## config.mk

```make
export PLATFORM = sky130hd
export DESIGN_NAME = seq_ctrl_scan
export DESIGN_NICKNAME = d
export VERILOG_FILES = /design/src/rtl/seq_ctrl_scan.sv
export SDC_FILE = /design/constraint.sdc
export NUM_CORES = 1
export LEC_CHECK = 0
export BUFFER_PORTS_ARGS = -buffer_cell sky130_fd_sc_hd__buf_2
export CAP_MARGIN = 40
export CORE_MARGIN = 8
export CORE_UTILIZATION = 52
export DETAILED_ROUTE_END_ITERATION = 7
export PLACE_DENSITY_LB_ADDON = 0.08
export SKIP_LAST_GASP = 1
export SYNTH_ARGS = -nofsm -noshare
export SYNTH_HDL_FRONTEND = slang
export SYNTH_SLANG_ARGS = --single-unit
```

## constraint.sdc

```tcl
create_clock -name clk -period 2.6 [get_ports clk]
set_clock_uncertainty 0.2 [all_clocks]
set_input_delay 0 -clock clk [delete_from_list [all_inputs] [get_ports clk]]
set_output_delay 0 -clock clk [all_outputs]
set_load 0.01 [all_outputs]
```

## src/rtl/seq_ctrl_scan.sv

```systemverilog
// Phase-sequencing controller: steps through NUM_PHASES phases of PHASE_LEN cycles each,
// with hold and wrap, and every state flop on one serial scan chain.
module seq_ctrl_scan #(
   parameter int CNT_W      = 4,
   parameter int NUM_PHASES = 4,
   parameter int PHASE_LEN  = 5
) (
   input  logic                  clk,
   input  logic                  rst_n,
   input  logic                  clr,
   input  logic                  req_a,
   input  logic                  req_b,
   input  logic                  scan_en,
   input  logic                  scan_in,
   output logic                  scan_out,
   output logic                  busy,
   output logic [NUM_PHASES-1:0] phase_oh,
   output logic [CNT_W-1:0]      cnt,
   output logic                  done
);

   localparam int PIDX_W = $clog2(NUM_PHASES);
   localparam int PIDX_N = 1 << PIDX_W;
   localparam int CHAIN_L = 5 + CNT_W + PIDX_W;
   localparam logic [CNT_W-1:0]  CNT_LAST  = CNT_W'(PHASE_LEN - 1);
   localparam logic [PIDX_W-1:0] PIDX_LAST = PIDX_W'(NUM_PHASES - 1);
   // Bit i set when phase index i is legal; avoids a compare that is constant at power-of-two sizes.
   localparam logic [PIDX_N-1:0] PIDX_OK   = {PIDX_N{1'b1}} >> (PIDX_N - NUM_PHASES);

   typedef enum logic [1:0] {
      ST_IDLE = 2'b00,
      ST_RUN  = 2'b01,
      ST_HOLD = 2'b10,
      ST_BAD  = 2'b11
   } state_t;

   state_t              r_state;
   logic [PIDX_W-1:0]   r_pidx;
   logic [CNT_W-1:0]    r_cnt;
   logic                r_done_q;
   logic                r_req_a_q;
   logic                r_req_b_q;

   state_t              w_state_nxt;
   logic [PIDX_W-1:0]   w_pidx_nxt;
   logic [CNT_W-1:0]    w_cnt_nxt;
   logic                w_done_nxt;
   logic                w_req_a_nxt;
   logic                w_req_b_nxt;
   logic                w_adv;
   logic                w_busy;
   logic                w_illegal;
   logic [CHAIN_L-1:0]  w_chain;
   logic [CHAIN_L-1:0]  w_shift;

   // Chain runs LSB (req_a_q, nearest scan_in) to MSB (state[1], driving scan_out).
   assign w_chain   = {r_state, r_pidx, r_cnt, r_done_q, r_req_b_q, r_req_a_q};
   assign w_shift   = {w_chain[CHAIN_L-2:0], scan_in};
   assign w_busy    = (r_state != ST_IDLE);
   assign w_illegal = (r_state == ST_BAD) || (w_busy && !PIDX_OK[r_pidx]);

   always_comb begin
      // NOTE: every signal gets a default first so no path through the block infers a latch.
      w_state_nxt = r_state;
      w_pidx_nxt  = r_pidx;
      w_cnt_nxt   = r_cnt;
      w_done_nxt  = r_done_q;
      w_req_a_nxt = r_req_a_q;
      w_req_b_nxt = r_req_b_q;
      w_adv       = 1'b0;

      if (scan_en) begin
         w_state_nxt = state_t'(w_shift[CHAIN_L-1 -: 2]);
         w_pidx_nxt  = w_shift[3+CNT_W +: PIDX_W];
         w_cnt_nxt   = w_shift[3 +: CNT_W];
         w_done_nxt  = w_shift[2];
         w_req_b_nxt = w_shift[1];
         w_req_a_nxt = w_shift[0];
      end else if (clr) begin
         w_state_nxt = ST_IDLE;
         w_pidx_nxt  = '0;
         w_cnt_nxt   = '0;
         w_done_nxt  = 1'b0;
         w_req_a_nxt = 1'b0;
         w_req_b_nxt = 1'b0;
      end else begin
         w_req_a_nxt = req_a;
         w_req_b_nxt = req_b;
         w_done_nxt  = 1'b0;
         if (w_illegal) begin
            w_state_nxt = ST_IDLE;
            w_pidx_nxt  = '0;
            w_cnt_nxt   = '0;
         end else begin
            case (r_state)
               ST_IDLE: begin
                  if (r_req_a_q) begin
                     w_state_nxt = ST_RUN;
                     w_pidx_nxt  = '0;
                     w_cnt_nxt   = '0;
                  end
               end
               ST_RUN: begin
                  if (r_cnt != CNT_LAST) w_cnt_nxt   = r_cnt + 1'b1;
                  else if (r_req_b_q)    w_state_nxt = ST_HOLD;
                  else                   w_adv       = 1'b1;
               end
               ST_HOLD: begin
                  if (!r_req_b_q) w_adv = 1'b1;
               end
               default: begin
                  w_state_nxt = ST_IDLE;
                  w_pidx_nxt  = '0;
                  w_cnt_nxt   = '0;
               end
            endcase

            if (w_adv) begin
               w_cnt_nxt   = '0;
               w_state_nxt = ST_RUN;
               if (r_pidx != PIDX_LAST) begin
                  w_pidx_nxt = r_pidx + 1'b1;
               end else begin
                  w_pidx_nxt = '0;
                  if (!r_req_a_q) begin
                     w_state_nxt = ST_IDLE;
                     w_done_nxt  = 1'b1;
                  end
               end
            end
         end
      end
   end

   // NOTE: state registers use non-blocking assignments so all flops update from pre-edge values.
   always_ff @(posedge clk or negedge rst_n) begin
      if (!rst_n) begin
         r_state   <= ST_IDLE;
         r_pidx    <= '0;
         r_cnt     <= '0;
         r_done_q  <= 1'b0;
         r_req_a_q <= 1'b0;
         r_req_b_q <= 1'b0;
      end else begin
         r_state   <= w_state_nxt;
         r_pidx    <= w_pidx_nxt;
         r_cnt     <= w_cnt_nxt;
         r_done_q  <= w_done_nxt;
         r_req_a_q <= w_req_a_nxt;
         r_req_b_q <= w_req_b_nxt;
      end
   end

   assign busy     = w_busy;
   assign phase_oh = w_busy ? (NUM_PHASES'(1) << r_pidx) : '0;
   assign cnt      = r_cnt;
   assign done     = r_done_q;
   assign scan_out = r_state[1];

endmodule

```

# Word-level counts from Yosys, hierarchy flattened
# Index checks and enable logic that the tools add are counted.
dict set report word_totals {
  register_bits 11
  input_bits 7
  output_inout_bits 11
  word_cells 73
}
dict set report op_classes {
  n_addsub 2
  n_lt_le_gt_ge 1
  eq_ne 11
  n_shift 1
  mux 43
  n_reduce_logical 9
}
# operator count
set ops {}
lappend ops {{two-way mux 4 bit} 7}
lappend ops {{two-way mux 2 bit} 13}
lappend ops {{!= test 6 bit, second input constant} 4}
lappend ops {{two-way mux 1 bit} 18}
lappend ops {{case mux 4 bit (3 select lines)} 1}
lappend ops {{case mux 2 bit (3 select lines)} 1}
lappend ops {{!= test 5 x 1 -> 1 bit, second input constant} 1}
lappend ops {{!= test 5 bit, second input constant} 1}
lappend ops {{adder 4 x 1 -> 4 bit, second input constant} 1}
lappend ops {{equality test 2 bit, second input constant} 2}
lappend ops {{!= test 4 x 3 -> 1 bit, second input constant} 1}
lappend ops {{case mux 2 bit (2 select lines)} 1}
lappend ops {{AND reduction 4 bit} 1}
lappend ops {{left shift 1 x 2 -> 4 bit, first input constant} 1}
lappend ops {{less-than comparator 2 x 3 -> 1 bit, second input constant} 1}
lappend ops {{AND reduction 3 bit} 1}
lappend ops {{adder 2 x 1 -> 2 bit, second input constant} 1}
lappend ops {{binary-select mux 1 bit (select 2 bit)} 1}
lappend ops {{equality test 2 x 1 -> 1 bit, second input constant} 1}
lappend ops {{logical NOT 2 bit} 1}
lappend ops {{!= test 2 bit, second input constant} 1}
lappend ops {{case mux 1 bit (2 select lines)} 1}
lappend ops {{AND reduction 2 bit} 1}
lappend ops {{nonzero test 2 bit} 1}
lappend ops {{other kinds (4)} 4}

# Depth between registers and ports, before layout
# Gate-level depths: netlist (run 1).
dict set report logic_depth {
  depth_word 12
  mapped_depth 7
  ltp_nobuf 7
}

# Worst setup path before layout (run 1)
# No wires, ideal clock.
dict set report synth_timing {
  kind {reg2reg}
  startpoint {register r_state[1]}
  endpoint {register r_state[0]}
  setup_ns 0.125
  arrival_time_ns 1.722
  t_required_ns 2.275
  path_slack_ns 0.553
  stages_incl_launch_ff 8
  synth_period_minus_slack_ns 2.047
  cell_sequence {dfrtp_1 > inv_1 > ha_1 > nand2b_4 > a21oi_1 > o32ai_2 > a21oi_2 > mux2_4}
}
dict set report synth_via {
  elab_chain_cells 9
  word_cells_on_any_way 21
  cone_classes {7 x eq/ne; 9 x mux; 5 x reduce/logical}
}
# element line_no
set synth_rtl {}
lappend synth_rtl {{start, declared} 37} ;# state_t r_state;
lappend synth_rtl {{start signal, assigned} 145} ;# r_state <= w_state_nxt;
lappend synth_rtl {{equality test 2 bit or equality test 2 x 1 -> 1 bit (tied branches)} 95} ;# case (r_state)
lappend synth_rtl {{case mux 1 bit (2 select lines)} 95}
lappend synth_rtl {{two-way mux 1 bit} 90} ;# if (w_illegal) begin
lappend synth_rtl {{two-way mux 1 bit} 79} ;# end else if (clr) begin
lappend synth_rtl {{two-way mux 1 bit} 72} ;# if (scan_en) begin
lappend synth_rtl {{two-way mux 2 bit} 118} ;# if (w_adv) begin
lappend synth_rtl {{two-way mux 2 bit} 90}
lappend synth_rtl {{two-way mux 2 bit} 79}
lappend synth_rtl {{two-way mux 2 bit} 72}
# Parallel ways exist; a longest one is shown, timed or not. The select of a mux whose other input is x is not followed.
# A chain may end at the register's enable or synchronous reset.

# Worst setup path after layout (run 1)
# Same ends and word-level chain as after synthesis.

==> impl_metrics.tcl, run 1 <==
set metrics [dict create \
    vias 763 \
    postSynthNetCount 104 \
    cts.clk_slew.worst_paths_ns 0.08 \
    seq_power_share_pct 32.1 \
    insertion_delay_ns 0.28 \
    die_w_um 56.5 \
    crit_fanout 7 \
    p_int_uw 471 \
    ant_nets 0 \
    synth_area_um2 853 \
    p_sw_share_pct 45.3 \
    ys_seq_area_share_pct 32.3 \
    ys_warn_count 0 \
    core_um2 1520 \
    drtIter0Drc 21 \
    drv_cap 0 \
    routed_via_density 5.82 \
    vdd.ir_drop.worst_v 0.000565 \
    rows 14 \
    area_growth_pct 24.3 \
    leakagePower_nw 0.526 \
    period_minus_slack_ns 2.18 \
    numCtsBuffers 3 \
    comb_power_share_pct 53.6 \
    worst_slew_pin_slew_ns 0.514 \
    cts.sinks 11 \
    synth_edf_count 0 \
    slew_violations 0 \
    nNetsFinal 133 \
    antenna_found_initial 0 \
    gr-total-overflow 0 \
    drive_gt1_share_pct 26.1 \
    routed_wl_mm 2.02 \
    initial_core_util_pct 56.0 \
    synth_flop_cell "dfrtp_1" \
    synth_cell_types 34 \
    async_reset_ff_share_pct 100 \
    max_freq_ghz 0.459 \
    place_congestion 0.849 \
    htreeDepth 1 \
    antenna_cells 0 \
    cts_tree "yes" \
    grt_max_degree 15 \
    rsz0062_at_grt "no" \
    drc_errors 0 \
    p_sw_uw 390 \
    ys_seq_elements 11 \
    critical_path_arrival_ns 2.15 \
    setup.worst_path.start_class "flop" \
    cts_buffer_depth 2 \
    synthCells 87 \
    pwr-share-clk_pct 14.3 \
    wire_per_inst_um 15.4 \
    setup_tns_ns 0 \
    cts_root_buf "clkbuf_4" \
    grt_use_total_pct 13.6 \
    status "completed" \
    setup_viol 0 \
    grt_pass1_wl_mm 3.55 \
    hold_path.class "input pin to flop" \
    pwr_density_cell_nw_per_um2 811 \
    hpwlAfterDp_mm 1.48 \
    die_y_um 56.5 \
    crit_type "flop to flop" \
    port_buffers 17 \
    syn_avg_cell_area_um2 9.81 \
    max_slew_margin_pct 65.6 \
    critPathCaptureType "flop" \
    drtPass1Iterations 4 \
    io_pins 18 \
    period_share_pct 83.8 \
    postLayoutCoreUtil_pct 69.6 \
    cp.required_ns 2.57 \
    grt_pass1_vias 776 \
    cts_resized 0 \
    dieArea_um2 3190 \
    hold_violations 0 \
]
==> worst paths after layout <==
path	to	startpoint	depth (start not counted)	slack, ns
min reg2reg	cnt[0]$_DFFE_PN0P_	done$_DFF_PN0_	2	0.39
min in group asynchronous	done$_DFF_PN0_	rst_n	3	0.55
max	r_state[0]$_DFFE_PN0P_	r_state[1]$_DFFE_PN0P_	7	0.42
max in group asynchronous	r_pidx[1]$_DFFE_PN0P_	rst_n	3	1.30
max reg2reg	r_state[0]$_DFFE_PN0P_	r_state[1]$_DFFE_PN0P_	7	0.42
min	r_req_a_q$_DFF_PN0_	scan_in	3	0.29
==> synthesized netlist by cell type (all sizes together), types with 2 or more instances <==
cell | instances | area share [%]
nor2b | 5 | 3.7
o21ai | 5 | 3.4
nor2 | 4 | 2.6
a21oi | 8 | 6.5
inv | 12 | 5.3
or3 | 2 | 1.5
dfrtp | 11 | 32
a32oi | 2 | 2.1
a22o | 2 | 2.1
a221oi | 2 | 2.1
ha | 10 | 15
o32ai | 2 | 2.9
nand2 | 6 | 2.6
nor3 | 2 | 2.5
nand2b | 2 | 2.3
==> layout make-up <==
cell class                      count  area, um2
Sequential cell                    11        275
Timing Repair Buffer               25        165
Clock buffer                        4       26.3
Multi-Input combinational cell     63        529
Tap cell                           16       20.0
Fill cell                         123        463
Inverter                           12       45.0
==> power by group through the flow <==
| stage | sequential, mW | combinational [mW] | clock [mW] |
|---|---|---|---|
| final | 0.277 | 0.461 | 0.123 |
| after global routing | 0.287 | 0.515 | 0.138 |
| after CTS | 0.276 | 0.465 | 0.127 |
| after detailed placement | 0.280 | 0.454 | 0 |
| after global placement | 0.276 | 0.440 | 0 |
| after floorplan | 0.276 | 0.322 | 0 |
==> kinds of logic (layout without fill, tap and decap cells) <==
| group | after synthesis | in the layout | synth area share [%] |
|---|---|---|---|
| flops | 11 | 11 | 32.3 |
| compound gates | 26 | 26 | 24.1 |
| fa+ha+maj | 10 | 10 | 14.7 |
| buf+inv | 13 | 41 | 5.72 |
| simple gates | 25 | 25 | 20.4 |
| mux | 2 | 2 | 2.93 |
==> per-stage QoR <==
step / instance area (um2) / instances / setup WS (ns) / hold slack [ns] / power (mW)
detailed placement: 955 / 119 / 0.424 / -0.319 / 0.734
floorplan: 853 / 87 / 0.553 / -0.496 / 0.599
CTS: 1060 / 131 / 0.414 / 0.284 / 0.868
global placement: 955 / 119 / 0.534 / -0.316 / 0.715
global route: 1060 / 131 / 0.322 / 0.320 / 0.940
finish: 1060 / 131 / 0.422 / 0.286 / 0.861
==> layer usage <==
layer | track usage [%] | up-vias | part of all wire, %
met5 | 0 | - | 0
met4 | 6.19 | 0 | 1.2
met3 | 4.04 | 4 | 5.2
met2 | 23.0 | 20 | 49
met1 | 15.1 | 370 | 44
li1 | - | 369 | -
==> sequential cells by signal, summed over array words and instances (netlist names) <==
register	flops
cnt	4
r_pidx	2
r_state	2
done	1
r_req_a_q	1
r_req_b_q	1
==> cell usage in the layout (no fill, tap or decap), types with 2 or more instances in the layout <==
cell type      synthesis  routed
nor2_1                 3       3
or3_1                  2       2
a22o_1                 2       2
dlygate4sd3_1          0       8
dfrtp_1               11      11
o21ai_0                4       4
buf_2                  0      17
a221oi_1               2       2
nand2_1                6       6
a32oi_1                2       2
ha_1                  10      10
a21oi_1                6       6
nor2b_1                5       5
inv_1                 12      12
clkbuf_4               0       3
==> worst max-delay path, stage by stage, from the launching register on <==
cell	delay (ns)
dfrtp_1	0.43
inv_1	0.08
ha_1	0.29
nor2b_1	0.18
a21oi_1	0.25
o32ai_2	0.15
a21oi_2	0.17
mux2_4	0.31
==> timing repair <==
item | in CTS | in global routing
buffers inserted | 0 | 0
hold buffers | 8 | 0
hold endpoints to repair | 16 | 0
Power figures use the tool's default switching activity.
==> run 2: changes to the inputs <==
--- a/config.mk
+++ b/config.mk
@@ -8,7 +8,7 @@
 export BUFFER_PORTS_ARGS = -buffer_cell sky130_fd_sc_hd__buf_2
 export CAP_MARGIN = 40
 export CORE_MARGIN = 8
-export CORE_UTILIZATION = 52
+export CORE_UTILIZATION = 47
 export DETAILED_ROUTE_END_ITERATION = 7
 export PLACE_DENSITY_LB_ADDON = 0.08
 export SKIP_LAST_GASP = 1
==> constraint.sdc (replaced) <==
create_clock -name clk -period 1.82 [get_ports clk]
set_clock_uncertainty 0.2 [all_clocks]
set_input_delay 0 -clock clk [delete_from_list [all_inputs] [get_ports clk]]
set_output_delay 0 -clock clk [all_outputs]
set_load 0.01 [all_outputs]
==> run 2 against run 1 <==
Effect of this change:
- the run now ends with negative setup slack left
- critical endpoint unchanged
- maximum frequency is 11% higher
- hold slack worse by 0.24 ns
- routed wire length is 12% higher
- design area is 24% higher
- critical path type unchanged
- count of clock-buffer cells in the layout stayed put
- global-route usage is 0.44 points higher
- die area is 7.6% higher
- power is 85% higher
==> impl_metrics.tcl, run 2 (synthesized netlist as in run 1, its figures left out) <==
set metrics [dict create \
    status "finished with violations" \
    violations "negative setup slack" \
    rows 15 \
    worst_slew_pin_slew_ns 0.521 \
    layout.cells.non_filler 158 \
    die_y_um 58.6 \
    leakagePower_nw 0.597 \
    ant_nets 0 \
    routed_via_density 5.28 \
    grt_pass1_vias 844 \
    period_minus_slack_ns 1.96 \
    critical_path_arrival_ns 1.93 \
    holdWs_ns 0.0426 \
    antenna_cells 0 \
    crit_fanout 4 \
    path_depth 5 \
    vias 835 \
    setup_viol 8 \
    critPathCaptureType "flop" \
    cp.required_ns 1.79 \
    pwr_density_cell_nw_per_um2 1210 \
    dp_cells 142 \
    rsz0062_at_grt "yes" \
    gr-total-overflow 0 \
    reg2reg_depth 5 \
    insertion_delay_ns 0.28 \
    die_w_um 58.6 \
    cts.sinks 11 \
    area_growth_pct 54.3 \
    layout_common_cells "buf_4, buf_2, dfrtp_1" \
    grt_max_degree 14 \
    drtPass1Iterations 4 \
    drc_errors 0 \
    holdPathStages 3 \
    vdd.ir_drop.worst_v 0.000865 \
    routed_wl_mm 2.26 \
    layout_commonest_cell "buf_4" \
    cts_buffer_depth 2 \
    design_area_um2 1320 \
    grt_use_total_pct 14.0 \
    fin_ws_ns -0.144 \
    setup.worst_path.start_class "flop" \
    crit_slowest_cell "dfrtp_2" \
    path_buf_inv 0 \
    core_um2 1730 \
    hold_path.class "input pin to flop" \
    antenna_found_initial 0 \
    crit_type "flop to flop" \
    dieArea_um2 3440 \
    setup_tns_ns -0.708 \
    numCtsBuffers 3 \
    hpwlAfterDp_mm 1.57 \
    nNetsFinal 151 \
    place_congestion 0.735 \
    max_slew_margin_pct 65.1 \
    power_mw 1.59 \
    wire_per_inst_um 14.3 \
    drive_gt1_share_pct 51.9 \
    initial_core_util_pct 49.4 \
    drv_cap 0 \
    io_pins 18 \
    largest_reg_flops 4 \
    hold_violations 0 \
    cts_root_buf "clkbuf_4" \
    placed_area_um2 1120 \
    max_freq_ghz 0.509 \
    drtIter0Drc 19 \
    port_buffers 17 \
    path_cells "ha_2, or3_4, o32ai_4, a21oi_2, mux2_4" \
    cts_tree "yes" \
    period_share_pct 108 \
    grt_pass1_wl_mm 3.71 \
    slowest_delay_ns 0.45 \
    critical-path-top-delay-family "flip-flops" \
    cts.clk_slew.worst_paths_ns 0.08 \
    slew_violations 0 \
    htreeDepth 1 \
]
-- run 2: changes by cell type in the layout (fill, tap and decap cells not counted), sizes merged --
cell	delta
buf	+19
dlygate4sd3	-1
-- run 2: final timing paths --
kind                                         from  slack, ns                      to
max                        r_state[1]$_DFFE_PN0P_      -0.14  r_state[0]$_DFFE_PN0P_
min                                       scan_en       0.04      cnt[2]$_DFFE_PN0P_
min reg2reg                    cnt[1]$_DFFE_PN0P_       0.35      cnt[1]$_DFFE_PN0P_
max in group asynchronous                   rst_n       0.46      cnt[0]$_DFFE_PN0P_
max reg2reg                r_state[1]$_DFFE_PN0P_      -0.14  r_state[0]$_DFFE_PN0P_
min in group asynchronous                   rst_n       0.57      cnt[3]$_DFFE_PN0P_
-- run 2: worst register-to-register path, delay by kind of cell (launching register included) --
kind                     cells  cell delay, ns
AND/OR/NAND/NOR              1            0.43
flip-flops                   1            0.45
AO/OA/AOI/OAI                2            0.23
adder cells (fa/ha/maj)      1            0.24
multiplexers                 1            0.30
-- run 2: where the power goes --
group / switching [mW] / internal (mW) / total [mW]
registers: 0.0745 / 0.308 / 0.383
logic: 0.518 / 0.518 / 1.04
clock network: 0.0914 / 0.0849 / 0.176
-- run 2: per-stage QoR --
step,utilization [%],setup slack [ns]
detailed placement,65.0,-0.142
global route,76.2,-0.210
global placement,65.0,-0.0976
floorplan,-,-0.0608
finish,76.2,-0.144
CTS,73.8,-0.132
-- run 2: routing by layer --
metal | wire length (um) | track usage (%) | up-vias
li1 | - | - | 407
met1 | 998 | 16.3 | 399
met2 | 1110 | 23.5 | 23
met3 | 116 | 3.48 | 6
met4 | 41 | 6.83 | 0
met5 | 0 | 0 | -
-- run 2: area by class of cell --
cell class | count | area [um2]
clock buffers | 4 | 26.3
fillers | 139 | 410
inverters | 12 | 47.5
multi-input cells | 63 | 632
flip-flops and latches | 11 | 278
well taps | 25 | 31.3
repair buffers | 43 | 302
-- run 2: what timing repair did --
| item | CTS | global route |
|---|---|---|
| setup endpoints to repair | 7 | 9 |
| hold endpoints to repair | 15 | 0 |
| pin swaps | 6 | 4 |
| hold buffers | 7 | 0 |
| buffers inserted | 5 | 1 |
| resized for setup | 5 | 10 |
